File: src/rtl/matrix_digit_scanner.sv
// ============================================================================
// Module   : matrix_digit_scanner
// Brief    : Time-multiplexed driver for NUM_DIGITS side-by-side 5x7 dot-matrix
//            digits. The display only changes at frame boundaries.
//            Optional macro BLANK_LEADING_ZERO_EN blanks leading zero digits.
// Revision : 1.0 - initial release
// ============================================================================
`default_nettype none

module matrix_digit_scanner #(
    parameter int NUM_DIGITS = 2,
    parameter int SCAN_DIV   = 1000
) (
    input  logic                      clk,
    input  logic                      rst_n,
    input  logic                      enable,
    input  logic                      load,
    input  logic [4*NUM_DIGITS-1:0]   digits,
    output logic [6:0]                row_n,
    output logic [5*NUM_DIGITS-1:0]   cols,
    output logic                      frame_done
);

    localparam int             PW         = (SCAN_DIV > 1) ? $clog2(SCAN_DIV) : 1;
    localparam logic [PW-1:0]  PRESC_LAST = PW'(SCAN_DIV - 1);
    localparam logic [2:0]     ROW_LAST   = 3'd6;
    localparam logic [3:0]     BLANK      = 4'hF;

    // Glyph rows are packed row 6 first so row r sits at bits [5r+4:5r].
    function automatic logic [4:0] font_row(input logic [3:0] d, input logic [2:0] r);
        logic [34:0] g;
        case (d)
            4'd0:    g = {5'h0E, 5'h11, 5'h19, 5'h15, 5'h13, 5'h11, 5'h0E};
            4'd1:    g = {5'h0E, 5'h04, 5'h04, 5'h04, 5'h04, 5'h0C, 5'h04};
            4'd2:    g = {5'h1F, 5'h08, 5'h04, 5'h02, 5'h01, 5'h11, 5'h0E};
            4'd3:    g = {5'h0E, 5'h11, 5'h01, 5'h02, 5'h04, 5'h02, 5'h1F};
            4'd4:    g = {5'h02, 5'h02, 5'h1F, 5'h12, 5'h0A, 5'h06, 5'h02};
            4'd5:    g = {5'h0E, 5'h11, 5'h01, 5'h01, 5'h1E, 5'h10, 5'h1F};
            4'd6:    g = {5'h0E, 5'h11, 5'h11, 5'h1E, 5'h10, 5'h08, 5'h06};
            4'd7:    g = {5'h08, 5'h08, 5'h08, 5'h04, 5'h02, 5'h01, 5'h1F};
            4'd8:    g = {5'h0E, 5'h11, 5'h11, 5'h0E, 5'h11, 5'h11, 5'h0E};
            4'd9:    g = {5'h0C, 5'h02, 5'h01, 5'h0F, 5'h11, 5'h11, 5'h0E};
            default: g = '0;
        endcase
        font_row = (r <= ROW_LAST) ? g[5*int'(r) +: 5] : 5'd0;
    endfunction

    logic [PW-1:0]             presc_q, presc_d;
    logic [2:0]                row_q, row_d;
    logic [4*NUM_DIGITS-1:0]   pending_q, pending_d;
    logic [4*NUM_DIGITS-1:0]   active_q, active_d;
    logic [6:0]                row_n_q, row_n_d;
    logic [5*NUM_DIGITS-1:0]   cols_q, cols_d;
    logic                      frame_done_q, frame_done_d;

    logic                      w_row_tick;
    logic                      w_frame;
    logic [4*NUM_DIGITS-1:0]   w_copy_src;
    logic [4*NUM_DIGITS-1:0]   w_copy;
    logic [5*NUM_DIGITS-1:0]   w_glyph_row;

    assign w_row_tick = enable && (presc_q == PRESC_LAST);
    assign w_frame    = w_row_tick && (row_q == ROW_LAST);
    // A load landing on the boundary is forwarded straight into the active copy.
    assign w_copy_src = load ? digits : pending_q;

`ifdef BLANK_LEADING_ZERO_EN
    always_comb begin
        logic still_lead;
        still_lead = 1'b1;
        w_copy     = w_copy_src;
        for (int k = NUM_DIGITS - 1; k >= 1; k--) begin
            if (still_lead && (w_copy_src[4*k +: 4] == 4'd0)) begin
                w_copy[4*k +: 4] = BLANK;
            end else begin
                still_lead = 1'b0;
            end
        end
    end
`else
    assign w_copy = w_copy_src;
`endif

    generate
        for (genvar k = 0; k < NUM_DIGITS; k++) begin : g_cols
            assign w_glyph_row[5*k +: 5] = font_row(active_q[4*k +: 4], row_q);
        end
    endgenerate

    always_ff @(posedge clk or negedge rst_n) begin
        if (!rst_n) begin
            presc_q      <= '0;
            row_q        <= '0;
            pending_q    <= {NUM_DIGITS{BLANK}};
            active_q     <= {NUM_DIGITS{BLANK}};
            row_n_q      <= 7'h7F;
            cols_q       <= '0;
            frame_done_q <= 1'b0;
        end else begin
            presc_q      <= presc_d;
            row_q        <= row_d;
            pending_q    <= pending_d;
            active_q     <= active_d;
            row_n_q      <= row_n_d;
            cols_q       <= cols_d;
            frame_done_q <= frame_done_d;
        end
    end

    always_comb begin
        presc_d      = presc_q;
        row_d        = row_q;
        pending_d    = load ? digits : pending_q;
        active_d     = w_frame ? w_copy : active_q;
        frame_done_d = w_frame;
        if (enable) begin
            if (presc_q == PRESC_LAST) begin
                presc_d = '0;
                row_d   = (row_q == ROW_LAST) ? 3'd0 : row_q + 3'd1;
            end else begin
                presc_d = presc_q + PW'(1);
            end
        end
    end

    always_comb begin
        row_n_d = 7'h7F;
        cols_d  = '0;
        if (enable) begin
            row_n_d = ~(7'd1 << row_q);
            cols_d  = w_glyph_row;
        end
    end

    assign row_n      = row_n_q;
    assign cols       = cols_q;
    assign frame_done = frame_done_q;

endmodule

`default_nettype wire
File: config.mk
export PLATFORM = sky130hd
export DESIGN_NAME = matrix_digit_scanner
export DESIGN_NICKNAME = d
export VERILOG_FILES = /design/src/rtl/matrix_digit_scanner.sv
export SDC_FILE = /design/constraint.sdc
export NUM_CORES = 1
export LEC_CHECK = 0
export CAP_MARGIN = 0
export CORE_MARGIN = 8
export CORE_UTILIZATION = 64
export CTS_CLUSTER_SIZE = 20
export DETAILED_ROUTE_END_ITERATION = 12
export DONT_BUFFER_PORTS = 1
export PLACE_DENSITY_LB_ADDON = 0.08
export SETUP_SLACK_MARGIN = 0.2
export SYNTH_ARGS = -nofsm -noshare
export SYNTH_HDL_FRONTEND = slang
export SYNTH_SLANG_ARGS = --single-unit
File: constraint.sdc
create_clock -name clk -period 2.86 [get_ports clk]
set_clock_uncertainty 0.05 [all_clocks]
set_input_delay 0.286 -clock clk [delete_from_list [all_inputs] [get_ports clk]]
set_output_delay 0.286 -clock clk [all_outputs]
set_load 0.02 [all_outputs]
Yosys cells after proc, flatten, opt, wreduce, memory -nomap -nowiden
Memories as Yosys holds them, arrays and structs flattened. Index checks and enable logic that the tools add are counted. Widths: inputs -> output; s select.

$add $sub $neg: 2. $mul: 1. Magnitude comparators: 1. Equal/unequal tests: 2. Shift-type cells: 3. Mux-type cells: 7. Bitwise gates (word level): 1. Reduce and logical (&&, ||, !) cells: 3.

Operator list (number): $shiftx 35x32->5 (1); $shiftx 35x7->5 (1); $mux 10 (2); $add 10x1->10 const B (1); $eq 10x10->1 const B (1); $mux 5 (2); $mux 8 (1); $mux 7 (1); $not 7->7 (1); $shl 1x3->7 const A (1); $mul 3x3->6 const A (1); $add 3x1->3 const B (1); $eq 3x3->1 const B (1); $le 3x3->1 const B (1); $mux 3 (1); $logic_and 1x1->1 (2); $reduce_and 2->1 (1).

Bits in registers: 47. Memory bits (read-only): 1120. Input bits: 12. Output and inout port bits: 18. Logic and storage cells: 29. Memories kept: 2.

Memories: (no name shown) (words 16, bits a word 35, rd ports 1, clocked after memory_dff 0, wr ports 0, RTL line 32) `case (d)`; (no name shown) (words 16, bits a word 35, rd ports 1, clocked after memory_dff 0, wr ports 0, RTL line 32).

Depth between registers and ports, before layout
Gate-level depths: netlist of run 1.

Word-level depth: 4. Mapped depth: 10.

Worst setup path after synthesis of run 1
No wires, ideal clock.

Path type: reg-to-reg. Start: reg active_q[0]. End: reg cols_q[4] (netlist: cols[4]). Library setup time: 0.086 ns. Arrival: 2.191 ns. Slack: 0.533 ns. Stages on the path, launching flop included: 9. Cell sequence: dfstp_2 > clkbuf_1 > inv_1 > ha_1 > nor2b_1 > or3_1 > a311oi_2 > a21oi_1 > nor3_1.

Cells in the longest elaborated chain, start to end: 4.

Ends and longest elaborated chain: start: declaration (RTL line 51) `logic [4*NUM_DIGITS-1:0] active_q, active_d;`; start signal: assignment (RTL line 95) `active_q <= {NUM_DIGITS{BLANK}};`; start signal: assignment (RTL line 103) `active_q <= active_d;`; $mem_v2 16x35; $shiftx 35x32->5 (RTL line 45) `font_row = (r <= ROW_LAST) ? g[5*int'(r) +: 5] : 5'd0;`; $mux 5 (RTL line 45); $mux 10 (RTL line 129) `if (enable) begin`; via cols_d[4] (RTL line 53) `logic [5*NUM_DIGITS-1:0] cols_q, cols_d;`; end signal: assignment (RTL line 105) `cols_q <= cols_d;`; end: declaration (RTL line 53).

The timed path passes the listed nets, and every way through them passes these cells. A chain may end at the register's enable or synchronous reset.

Worst setup path after layout of run 1
Ends and elaborated chain as after synthesis.

==> results by group, run 1 <==
Timing
  – Fmax: 427.0 MHz
  – Setup_tns: 0 ns
  – Final Max Slew Viols: 0
  – Rel. slew slack: 59.87%
  – WHS: 0.01301 ns
  – Setup ws final: 0.5178 ns
  – RSZ-0062 raised after global routing: no
  – Final period utilization: 81.89%
  – Tmin final: 2.342 ns
  – Endpoints failing hold: 0
  – Least-Margin Pin Slew: 0.6007 ns
  – Final setup viols: 0

Logic synthesis
  – Seq/Total Area, Yosys: 35.80%
  – Most numerous cell in the Yosys netlist: nand2_1
  – Synth cell types: 64
  – Asr flop ratio synth: 100.0%
  – Post-synth top area share: 17.96%
  – Synthesized area per cell: 8.928 sq um
  – Synthesized instance count: 377
  – Post-Syn Nets: 407
  – Number of synthesized flops with an enable pin: 0
  – Synth top cells by count: 35 x nand2_1, 24 x a21oi_1, 24 x dfrtp_1, 24 x nor2_1, 24 x o21ai_0
  – Synth Warn #: 0
  – Mapped cell area: 3366 sq um
  – Synth Flop Type: dfrtp_1
  – Synth top area cells: dfstp_2 18%, dfrtp_1 18%, ha_1 6.7%
  – #FFs+latches synth: 47
  – Dominant cell type by area after synthesis: dfstp_2

Clocking
  – Post-CTS sizing: 0
  – Post-CTS Setup Inserts: 0
  – Clock Tree Root: clkbuf_8
  – Sink Count: 47
  – CTS tree: yes
  – Clk_lat worst skew: 0.31 ns
  – Reg clk slew, reported paths: 0.09 ns
  – Total number of H-tree levels: 2
  – TritonCTS Buffers: 5
  – CTS Hold Bufs: 3
  – Clock Path Buffers: 2

Place
  – Port bufs: 0
  – Setup Slack @ Placement: 0.5416 ns
  – Gpl congestion: 0.9243
  – HPWL after DPL: 5426 microns

Status
  – Status: completed

Route
  – Vias per cell: 6.654
  – Detail Route Antenna Nets: 0
  – DRC Markers: 0
  – Vias: 2888
  – Iteration-0 DRC count of the detailed router: 290
  – Routed WL: 8110 microns
  – Drt wl/cell: 18.69 microns
  – DRT Pass-1 Iters: 6

Global routing
  – Met1 Use GR: 29.25%
  – First-pass GRT wire length: 13480 microns
  – Met2 Use GR: 34.76%
  – Vias in the first global route: 2678
  – GRT Total Usage: 22.09%
  – Gr busiest metal: met2
  – Met3 usage: 4.457%
  – Initial antenna violation count: 0
  – Grt total ovfl: 0
  – Largest net degree at the start of global routing: 48

Pwr
  – Pwr/cell area: 400.6 nW/um^2
  – Max IR drop VDD: 0.2595 mV
  – Leakage: 1.384 nW

Worst setup path
  – Worst endpoint data arrival time: 2.51 ns
  – Critical Path End Type: flop
  – CP required: 3.03 ns
  – R2R Setup Slk: 0.52 ns
  – Critical path launch point type: flop
  – Crit Path Category: reg -> reg
  – CP max FO: 12

Hold path
  – Worst min-delay path class: in -> reg

Layout
  – Fin nets: 393
  – Layout overhead on the synthesized area: 4.573%
  – Share of layout cells above drive strength 1: 18.41%
  – Ant diodes: 0
  – Filler instances: 429

Floorplan
  – Boundary pin count: 30
  – Core area: 5107 sq um
  – # rows: 26
  – Die height: 88.52 microns
  – Chip width: 88.52 microns
  – Die area: 7836 sq um
  – Starting density of the core: 65.90%

Job
  – Max-cap violations: 0
## critical path, stage by stage, from the launching register on
cell and delay (ns):
dfstp_2 0.67, inv_1 0.12, ha_1 0.37, nor2b_1 0.16, or3_1 0.33, a311oi_2 0.27
a21oi_1 0.10, nor3_1 0.19
## cell usage in the layout, fill, tap and decap left out, types with 3 or more instances in the layout
master and n:
nand2_1 35, nor2_1 24, o21ai_0 24, a21oi_1 24, dfrtp_1 24, dfstp_2 23, ha_1 18, mux2_2 16
nand3_1 14, nor2b_1 14, inv_1 13, mux2i_1 8, nor3_1 8, buf_4 7, a211oi_1 6, nand2b_1 6
o211ai_1 6, nand4_1 6, o31ai_1 6, clkbuf_8 6, o22ai_1 5, xnor2_1 5, a221oi_1 4, a31oi_1 3
o311ai_0 3, a32oi_1 3, or3_1 3, nor4_1 3
## stage by stage
stage | util [%] | std cells | total power [mW] | cell area (sq um)
2_1_floorplan | - | 377 | 0.8691 | 3366
3_3_place_gp | 65.68 | 423 | 0.8825 | 3354
3_5_place_dp | 65.68 | 423 | 0.8874 | 3354
4_1_cts | 68.91 | 434 | 1.411 | 3520
5_1_grt | 68.91 | 434 | 1.475 | 3520
6_report | 68.91 | 434 | 1.410 | 3520
## flip-flops by register name, indices dropped and copies added, names as in the netlist
register    cells
pending_q       8
row_n           7
presc_q        10
row_q           3
frame_done      1
active_q        8
cols           10
## layout make-up
class / count / area (sq um) / area share, %
Clock inverter: 2 / 35.03 / 0.9954
Clock buffer: 6 / 82.58 / 2.346
Sequential cell: 47 / 1205 / 34.23
Multi-Input combinational cell: 282 / 1946 / 55.28
Timing Repair Buffer: 10 / 100.1 / 2.844
Inverter: 17 / 63.81 / 1.813
Tap cell: 70 / 87.58 / 2.488
## power breakdown
group | leakage [nW] | switching [mW] | internal [mW]
Sequential | 0.545 | 0.0682 | 0.726
Combinational | 0.777 | 0.0535 | 0.0560
Clock | 0.0612 | 0.223 | 0.283
Total | 1.38 | 0.345 | 1.06
## final timing paths
path,start,to,cells past startpoint
min reg2reg,presc_q[3]$_DFFE_PN0P_,presc_q[3]$_DFFE_PN0P_,1
max reg2reg,active_q[0]$_DFFE_PN1P_,cols[4]$_DFF_PN0_,7
min in group asynchronous,rst_n,presc_q[4]$_DFFE_PN0P_,2
max,active_q[0]$_DFFE_PN1P_,cols[4]$_DFF_PN0_,7
max in group asynchronous,rst_n,active_q[3]$_DFFE_PN1P_,2
min,enable,presc_q[0]$_DFFE_PN0P_,1
## kinds of logic (layout without fill, tap and decap cells)
| family | count (synthesis) | in the layout | synth area share [%] |
|---|---|---|---|
| buffers and inverters | 48 | 35 | 6.394 |
| XOR/XNOR | 6 | 6 | 1.561 |
| flip-flops | 47 | 47 | 35.80 |
| adder cells (fa/ha/maj) | 18 | 18 | 6.692 |
| AND/OR/NAND/NOR | 126 | 126 | 19.74 |
| multiplexers | 26 | 26 | 8.736 |
| AO/OA/AOI/OAI | 106 | 106 | 21.08 |
## layer usage
metal	up-vias	routed length, microns
li1	1336	-
met1	1383	3529
met2	151	3776
met3	18	601
met4	0	202
met5	-	0
Power figures use the tool's default switching activity.
==> inputs of run 2 (changes only) <==
==> constraint.sdc (replaced) <==
create_clock -name clk -period 2.34 [get_ports clk]
set_clock_uncertainty 0.05 [all_clocks]
set_input_delay 0.234 -clock clk [delete_from_list [all_inputs] [get_ports clk]]
set_output_delay 0.234 -clock clk [all_outputs]
set_load 0.02 [all_outputs]
==> run 2 against run 1 <==
Against the previous run: worst setup slack worse by 0.28 ns; non-clock buffer count up 15; combinational power up 20%; global-route usage down 0.28 points; core utilization up 2.5 points; first-iteration DRC count down 11%; clock power up 1%; worst hold slack better by 0.0055 ns; sequential share of layout area down 1.2 points; largest power group unchanged; highest routed layer unchanged.
==> results by group, run 2 (synthesized netlist as in run 1, its figures left out) <==
Status
  – Status: completed (unchanged)

Floorplan
  – Chip width: 88.52 microns (unchanged)
  – Die height: 88.52 microns (unchanged)
  – # rows: 26 (unchanged)
  – Core area: 5107 sq um (unchanged)
  – Starting density of the core: 65.90% (unchanged)
  – Die area: 7836 sq um (unchanged)
  – Boundary pin count: 30 (unchanged)

Timing
  – Fmax: 474.7 MHz (was 427.0 MHz)
  – Endpoints failing hold: 0 (unchanged)
  – Setup ws final: 0.2333 ns (was 0.5178 ns)
  – RSZ-0062 raised after global routing: yes (was no)
  – Least-Margin Pin Slew: 0.5013 ns (was 0.6007 ns)
  – Final setup viols: 0 (unchanged)
  – Tmin final: 2.107 ns (was 2.342 ns)
  – Final Max Slew Viols: 0 (unchanged)
  – Setup_tns: 0 ns (unchanged)
  – Final period utilization: 90.03% (was 81.89%)
  – Rel. slew slack: 66.51% (was 59.87%)

Layout
  – Layout overhead on the synthesized area: 8.327% (was 4.573%)
  – Filler instances: 409 (was 429)
  – Fin nets: 408 (was 393)
  – Share of layout cells above drive strength 1: 24.01% (was 18.41%)
  – Ant diodes: 0 (unchanged)
  – Final instance area: 3646 sq um (was 3520 sq um)
  – Most common cell after layout, fill and taps aside: nand2_1 (unchanged)
  – Non-Filler Instances: 449 (was 434)
  – Commonest non-fill, non-tap cells in the layout: 35 x nand2_1, 24 x nor2_1, 24 x o21ai_0, 24 x a21oi_1, 24 x dfrtp_1 (unchanged)

Hold path
  – Min-delay src: enable (unchanged)
  – Cells on Worst Hold Path: 2 (was 1)
  – Hold path endpoint: cols[9]$_DFF_PN0_ (was presc_q[0]$_DFFE_PN0P_)
  – Worst min-delay path class: in -> reg (unchanged)

Worst setup path
  – Crit Path Category: reg -> reg (unchanged)
  – Critical Path End Type: flop (unchanged)
  – Worst endpoint data arrival time: 2.24 ns (was 2.51 ns)
  – CP required: 2.48 ns (was 3.03 ns)
  – R2r startpoint: active_q[5]$_DFFE_PN1P_ (was active_q[0]$_DFFE_PN1P_)
  – Critical path launch point type: flop (unchanged)
  – RR Endpoint: cols[8]$_DFF_PN0_ (was cols[4]$_DFF_PN0_)
  – R2R Setup Slk: 0.23 ns (was 0.52 ns)
  – FF-to-FF path depth: 6 (was 7)
  – CP max FO: 6 (was 12)

Clocking
  – Clock Path Buffers: 2 (unchanged)
  – Reg clk slew, reported paths: 0.09 ns (about the same)
  – Clk_lat worst skew: 0.31 ns (about the same)
  – CTS tree: yes (unchanged)
  – TritonCTS Buffers: 5 (unchanged)
  – Total number of H-tree levels: 2 (unchanged)
  – Clock Tree Root: clkbuf_8 (unchanged)
  – Sink Count: 47 (unchanged)

Pwr
  – Leakage: 1.442 nW (was 1.384 nW)
  – Total Power: 1.607 mW (was 1.410 mW)
  – Pwr/cell area: 440.9 nW/um^2 (was 400.6 nW/um^2)
  – Reg power frac: 60.0% (was 56.3%)
  – Max IR drop VDD: 0.3202 mV (was 0.2595 mV)
  – Comb pwr share: 8.2% (was 7.8%)
  – Switching share of power: 27.26% (was 24.47%)
  – P_sw: 438.1 uW (was 345.0 uW)
  – Clk pwr share: 31.8% (was 35.9%)
  – Pint: 1.169 mW (was 1.065 mW)

Job
  – Max-cap violations: 0 (unchanged)

Place
  – DP Area: 3442 sq um (was 3354 sq um)
  – Post-Place Cells: 433 (was 423)
  – Setup Slack @ Placement: 0.1796 ns (was 0.5416 ns)
  – HPWL after DPL: 5787 microns (was 5426 microns)
  – Gpl congestion: 0.9271 (was 0.9243)
  – Port bufs: 0 (unchanged)

Global routing
  – Met3 usage: 4.643% (was 4.457%)
  – Gr busiest metal: met2 (unchanged)
  – Met2 Use GR: 33.33% (was 34.76%)
  – Vias in the first global route: 2655 (was 2678)
  – Grt total ovfl: 0 (unchanged)
  – Met1 Use GR: 30.04% (was 29.25%)
  – Largest net degree at the start of global routing: 48 (unchanged)
  – First-pass GRT wire length: 13430 microns (was 13480 microns)
  – GRT Total Usage: 21.82% (was 22.09%)
  – Initial antenna violation count: 0 (unchanged)

Route
  – Detail Route Antenna Nets: 0 (unchanged)
  – Routed WL: 8131 microns (was 8110 microns)
  – Drt wl/cell: 18.11 microns (was 18.69 microns)
  – DRT Pass-1 Iters: 5 (was 6)
  – Vias per cell: 6.483 (was 6.654)
  – DRC Markers: 0 (unchanged)
  – Vias: 2911 (was 2888)
  – Iteration-0 DRC count of the detailed router: 257 (was 290)
==> run 2: power groups by stage <==
stage | clock (mW) | combinational [mW] | sequential (mW)
floorplan | 0 | 0.100 | 0.962
global placement | 0 | 0.104 | 0.975
detailed placement | 0 | 0.109 | 0.979
CTS | 0.523 | 0.134 | 0.964
global route | 0.551 | 0.150 | 0.973
finish | 0.511 | 0.132 | 0.964
==> run 2: timing repair <==
item,CTS,global route
hold buffers,3,0
gates resized for setup,2,6
endpoints found under the setup margin,2,4
endpoints found under the hold margin,55,0
pin swaps,0,3
buffers inserted,0,5
==> run 2: routing by layer <==
layer	wire length, microns	vias to the layer above	share of wire (%)
met4	132	0	1.6
met5	0	-	0
met3	683	10	8.4
met2	3690	150	45
met1	3624	1378	45
li1	-	1373	-
==> run 2: critical path: stages (launching register included) <==
cell	delay, ns
dfstp_2	0.60
clkinvlp_4	0.19
ha_4	0.33
inv_2	0.04
mux4_2	0.45
a221oi_2	0.27
a2111oi_2	0.06
==> run 2: stage by stage <==
step	hold WS, ns	utilization (%)
6_report	0.01855	71.39
5_1_grt	0.004129	71.39
4_1_cts	0.01214	70.24
3_5_place_dp	-0.1102	67.39
3_3_place_gp	-0.1104	67.39
2_1_floorplan	-0.1116	-
==> run 2: how the worst max path moves through the flow <==
stage                            start                end  slack, ns  cells after the start
4_1_cts        active_q[1]$_DFFE_PN1P_  cols[4]$_DFF_PN0_       0.21                      7
2_1_floorplan  active_q[0]$_DFFE_PN1P_  cols[4]$_DFF_PN0_       0.22                      8
6_report       active_q[5]$_DFFE_PN1P_  cols[8]$_DFF_PN0_       0.23                      6
3_3_place_gp   active_q[1]$_DFFE_PN1P_  cols[4]$_DFF_PN0_       0.25                      7
3_5_place_dp   active_q[1]$_DFFE_PN1P_  cols[4]$_DFF_PN0_       0.18                      7
5_1_grt        active_q[5]$_DFFE_PN1P_  cols[5]$_DFF_PN0_       0.13                      6
==> run 2: cell type report <==
type | instances | area, sq um | share of cell area, %
Multi-Input combinational cell | 282 | 1984 | 54.43
Sequential cell | 47 | 1205 | 33.05
Tap cell | 70 | 87.58 | 2.402
Inverter | 17 | 71.32 | 1.956
Clock inverter | 3 | 23.77 | 0.6520
Clock buffer | 5 | 68.82 | 1.887
Timing Repair Buffer | 25 | 205.2 | 5.628
==> inputs of run 3 (changes only) <==
--- a/config.mk
+++ b/config.mk
@@ -7,10 +7,12 @@
 export LEC_CHECK = 0
 export CAP_MARGIN = 0
 export CORE_MARGIN = 8
-export CORE_UTILIZATION = 64
+export CORE_UTILIZATION = 67
+export CTS_CLUSTER_DIAMETER = 150
 export CTS_CLUSTER_SIZE = 20
 export DETAILED_ROUTE_END_ITERATION = 12
 export DONT_BUFFER_PORTS = 1
+export GPL_TIMING_DRIVEN = 1
 export PLACE_DENSITY_LB_ADDON = 0.08
 export SETUP_SLACK_MARGIN = 0.2
 export SYNTH_ARGS = -nofsm -noshare
==> constraint.sdc (replaced) <==
create_clock -name clk -period 2.7 [get_ports clk]
set_clock_uncertainty 0.05 [all_clocks]
set_input_delay 0.27 -clock clk [delete_from_list [all_inputs] [get_ports clk]]
set_output_delay 0.27 -clock clk [all_outputs]
set_load 0.02 [all_outputs]
==> run 3 against run 2 <==
Against the previous run: sequential share of layout area increased by 0.79 points; via count decreased by 1.1%; clock power increased by 18%; global-route usage increased by 0.31 points; worst hold slack got worse by 0.013 ns; count of clock-buffer cells in the layout increased by 1; flip-flop and latch count unchanged; fmax decreased by 8.5%; final cell count decreased by 2.9%; critical path type unchanged; critical endpoint is now cols[4]$_DFF_PN0_; highest routed layer unchanged.
==> results by group, run 3 (synthesized netlist as in run 1, its figures left out) <==
Worst setup path
  – CP endpoint: cols[4]$_DFF_PN0_ (was cols[8]$_DFF_PN0_)
  – FF-to-FF path depth: 7 (was 6)
  – R2r startpoint: active_q[1]$_DFFE_PN1P_ (was active_q[5]$_DFFE_PN1P_)
  – Critical path launch point type: flop (unchanged)
  – Worst setup path start: active_q[1]$_DFFE_PN1P_ (was active_q[5]$_DFFE_PN1P_)
  – Critical Path End Type: flop (unchanged)
  – RR Endpoint: cols[4]$_DFF_PN0_ (was cols[8]$_DFF_PN0_)
  – CP required: 2.86 ns (was 2.48 ns)
  – Crit Path Category: reg -> reg (unchanged)
  – Worst endpoint data arrival time: 2.46 ns (was 2.24 ns)
  – CP max FO: 7 (was 6)
  – R2R Setup Slk: 0.40 ns (was 0.23 ns)

Route
  – Routed WL: 8042 microns (was 8131 microns)
  – Drt wl/cell: 18.44 microns (was 18.11 microns)
  – Iteration-0 DRC count of the detailed router: 483 (was 257)
  – DRC Markers: 0 (unchanged)
  – Vias per cell: 6.606 (was 6.483)
  – Vias: 2880 (was 2911)
  – Detail Route Antenna Nets: 0 (unchanged)
  – DRT Pass-1 Iters: 7 (was 5)

Layout
  – Ant diodes: 0 (unchanged)
  – Layout overhead on the synthesized area: 5.799% (was 8.327%)
  – Final instance area: 3561 sq um (was 3646 sq um)
  – Final Core Density: 74.41% (was 71.39%)
  – Share of layout cells above drive strength 1: 19.24% (was 24.01%)
  – Commonest non-fill, non-tap cells in the layout: 35 x nand2_1, 24 x nor2_1, 24 x o21ai_0, 24 x a21oi_1, 24 x dfrtp_1 (unchanged)
  – Fin nets: 398 (was 408)
  – Non-Filler Instances: 436 (was 449)
  – Most common cell after layout, fill and taps aside: nand2_1 (unchanged)

Floorplan
  – Core area: 4786 sq um (was 5107 sq um)
  – Die height: 86.88 microns (was 88.52 microns)
  – Chip width: 86.88 microns (was 88.52 microns)
  – Boundary pin count: 30 (unchanged)
  – # rows: 25 (was 26)
  – Starting density of the core: 70.33% (was 65.90%)
  – Die area: 7547 sq um (was 7836 sq um)

Global routing
  – Initial antenna violation count: 0 (unchanged)
  – Vias in the first global route: 2638 (was 2655)
  – First-pass GRT wire length: 13300 microns (was 13430 microns)
  – GRT Total Usage: 22.13% (was 21.82%)
  – Grt total ovfl: 0 (unchanged)
  – Largest net degree at the start of global routing: 48 (unchanged)

Clocking
  – Clock Tree Root: clkbuf_8 (unchanged)
  – Total number of H-tree levels: 2 (unchanged)
  – TritonCTS Buffers: 5 (unchanged)
  – Post-CTS sizing: 0 (was 2)
  – Reg clk slew, reported paths: 0.09 ns (about the same)
  – CTS tree: yes (unchanged)
  – Clk_lat worst skew: 0.30 ns (was 0.31 ns)
  – Clock Path Buffers: 2 (unchanged)
  – Sink Count: 47 (unchanged)

Place
  – Setup Slack @ Placement: 0.3620 ns (was 0.1796 ns)
  – Port bufs: 0 (unchanged)
  – DP Area: 3373 sq um (was 3442 sq um)
  – Gpl congestion: 0.9348 (was 0.9271)
  – HPWL after DPL: 5592 microns (was 5787 microns)
  – Post-Place Cells: 423 (was 433)

Timing
  – Final setup viols: 0 (unchanged)
  – Endpoints failing hold: 0 (unchanged)
  – Setup_tns: 0 ns (unchanged)
  – Final Max Slew Viols: 0 (unchanged)
  – Tmin final: 2.303 ns (was 2.107 ns)
  – RSZ-0062 raised after global routing: no (was yes)
  – Fmax: 434.2 MHz (was 474.7 MHz)
  – WHS: 0.005112 ns (was 0.01855 ns)
  – Final period utilization: 85.30% (was 90.03%)
  – Setup ws final: 0.3969 ns (was 0.2333 ns)
  – Rel. slew slack: 63.15% (was 66.51%)
  – Least-Margin Pin Slew: 0.5517 ns (was 0.5013 ns)

Pwr
  – Pwr/cell area: 435.7 nW/um^2 (was 440.9 nW/um^2)
  – Leakage: 1.411 nW (was 1.442 nW)
  – Comb pwr share: 7.3% (was 8.2%)
  – Reg power frac: 53.8% (was 60.0%)
  – Total Power: 1.551 mW (was 1.607 mW)
  – Pint: 1.198 mW (was 1.169 mW)
  – Switching share of power: 22.76% (was 27.26%)
  – Max IR drop VDD: 0.2813 mV (was 0.3202 mV)
  – P_sw: 353.2 uW (was 438.1 uW)
  – Clk pwr share: 38.8% (was 31.8%)

Job
  – Max-cap violations: 0 (unchanged)

Hold path
  – Worst min-delay path class: in -> reg (unchanged)

Status
  – Status: completed (unchanged)
## run 3: worst min-delay path by stage
stage,start,to,depth (start not counted)
detailed placement,rst_n,presc_q[2]$_DFFE_PN0P_,0
floorplan,rst_n,cols[0]$_DFF_PN0_,0
global placement,rst_n,presc_q[2]$_DFFE_PN0P_,0
CTS,enable,presc_q[1]$_DFFE_PN0P_,1
finish,enable,presc_q[0]$_DFFE_PN0P_,1
global route,enable,presc_q[1]$_DFFE_PN0P_,1
## run 3: final cells by class
cell class | count | area, sq um
sequential | 47 | 1205
tap | 67 | 83.83
clock buffer | 6 | 72.57
inverter | 17 | 63.81
multi-input combinational | 282 | 1946
fill | 362 | 1225
timing repair buffer | 15 | 130.1
clock inverter | 2 | 60.06
## run 3: routing by layer
layer | wire length, microns | track usage, % | part of all wire [%] | vias up
li1 | - | - | - | 1347
met1 | 3389 | 30.07 | 42 | 1351
met2 | 3640 | 32.82 | 45 | 156
met3 | 792 | 4.434 | 9.8 | 26
met4 | 220 | 10.17 | 2.7 | 0
met5 | 0 | 0 | 0 | -
## run 3: timing repair
item                                    CTS  global route
endpoints found under the setup margin    0             1
setup buffers                             0             2
hold endpoints to repair                 51             0
hold buffers                              3             0
## run 3: worst max-delay path: stages (launching register included)
cell and delay [ns]:
dfstp_2 0.59, inv_1 0.12, ha_1 0.36, nor2b_1 0.17
or3_1 0.34, a311oi_2 0.27, a21oi_1 0.10, nor3_1 0.22
## run 3: power by group through the flow
| stage | sequential [mW] | clock, mW | combinational (mW) |
|---|---|---|---|
| 5_1_grt | 0.847 | 0.642 | 0.133 |
| 3_3_place_gp | 0.845 | 0 | 0.0905 |
| 6_report | 0.835 | 0.603 | 0.114 |
| 3_5_place_dp | 0.849 | 0 | 0.0952 |
| 4_1_cts | 0.836 | 0.613 | 0.116 |
| 2_1_floorplan | 0.834 | 0 | 0.0871 |
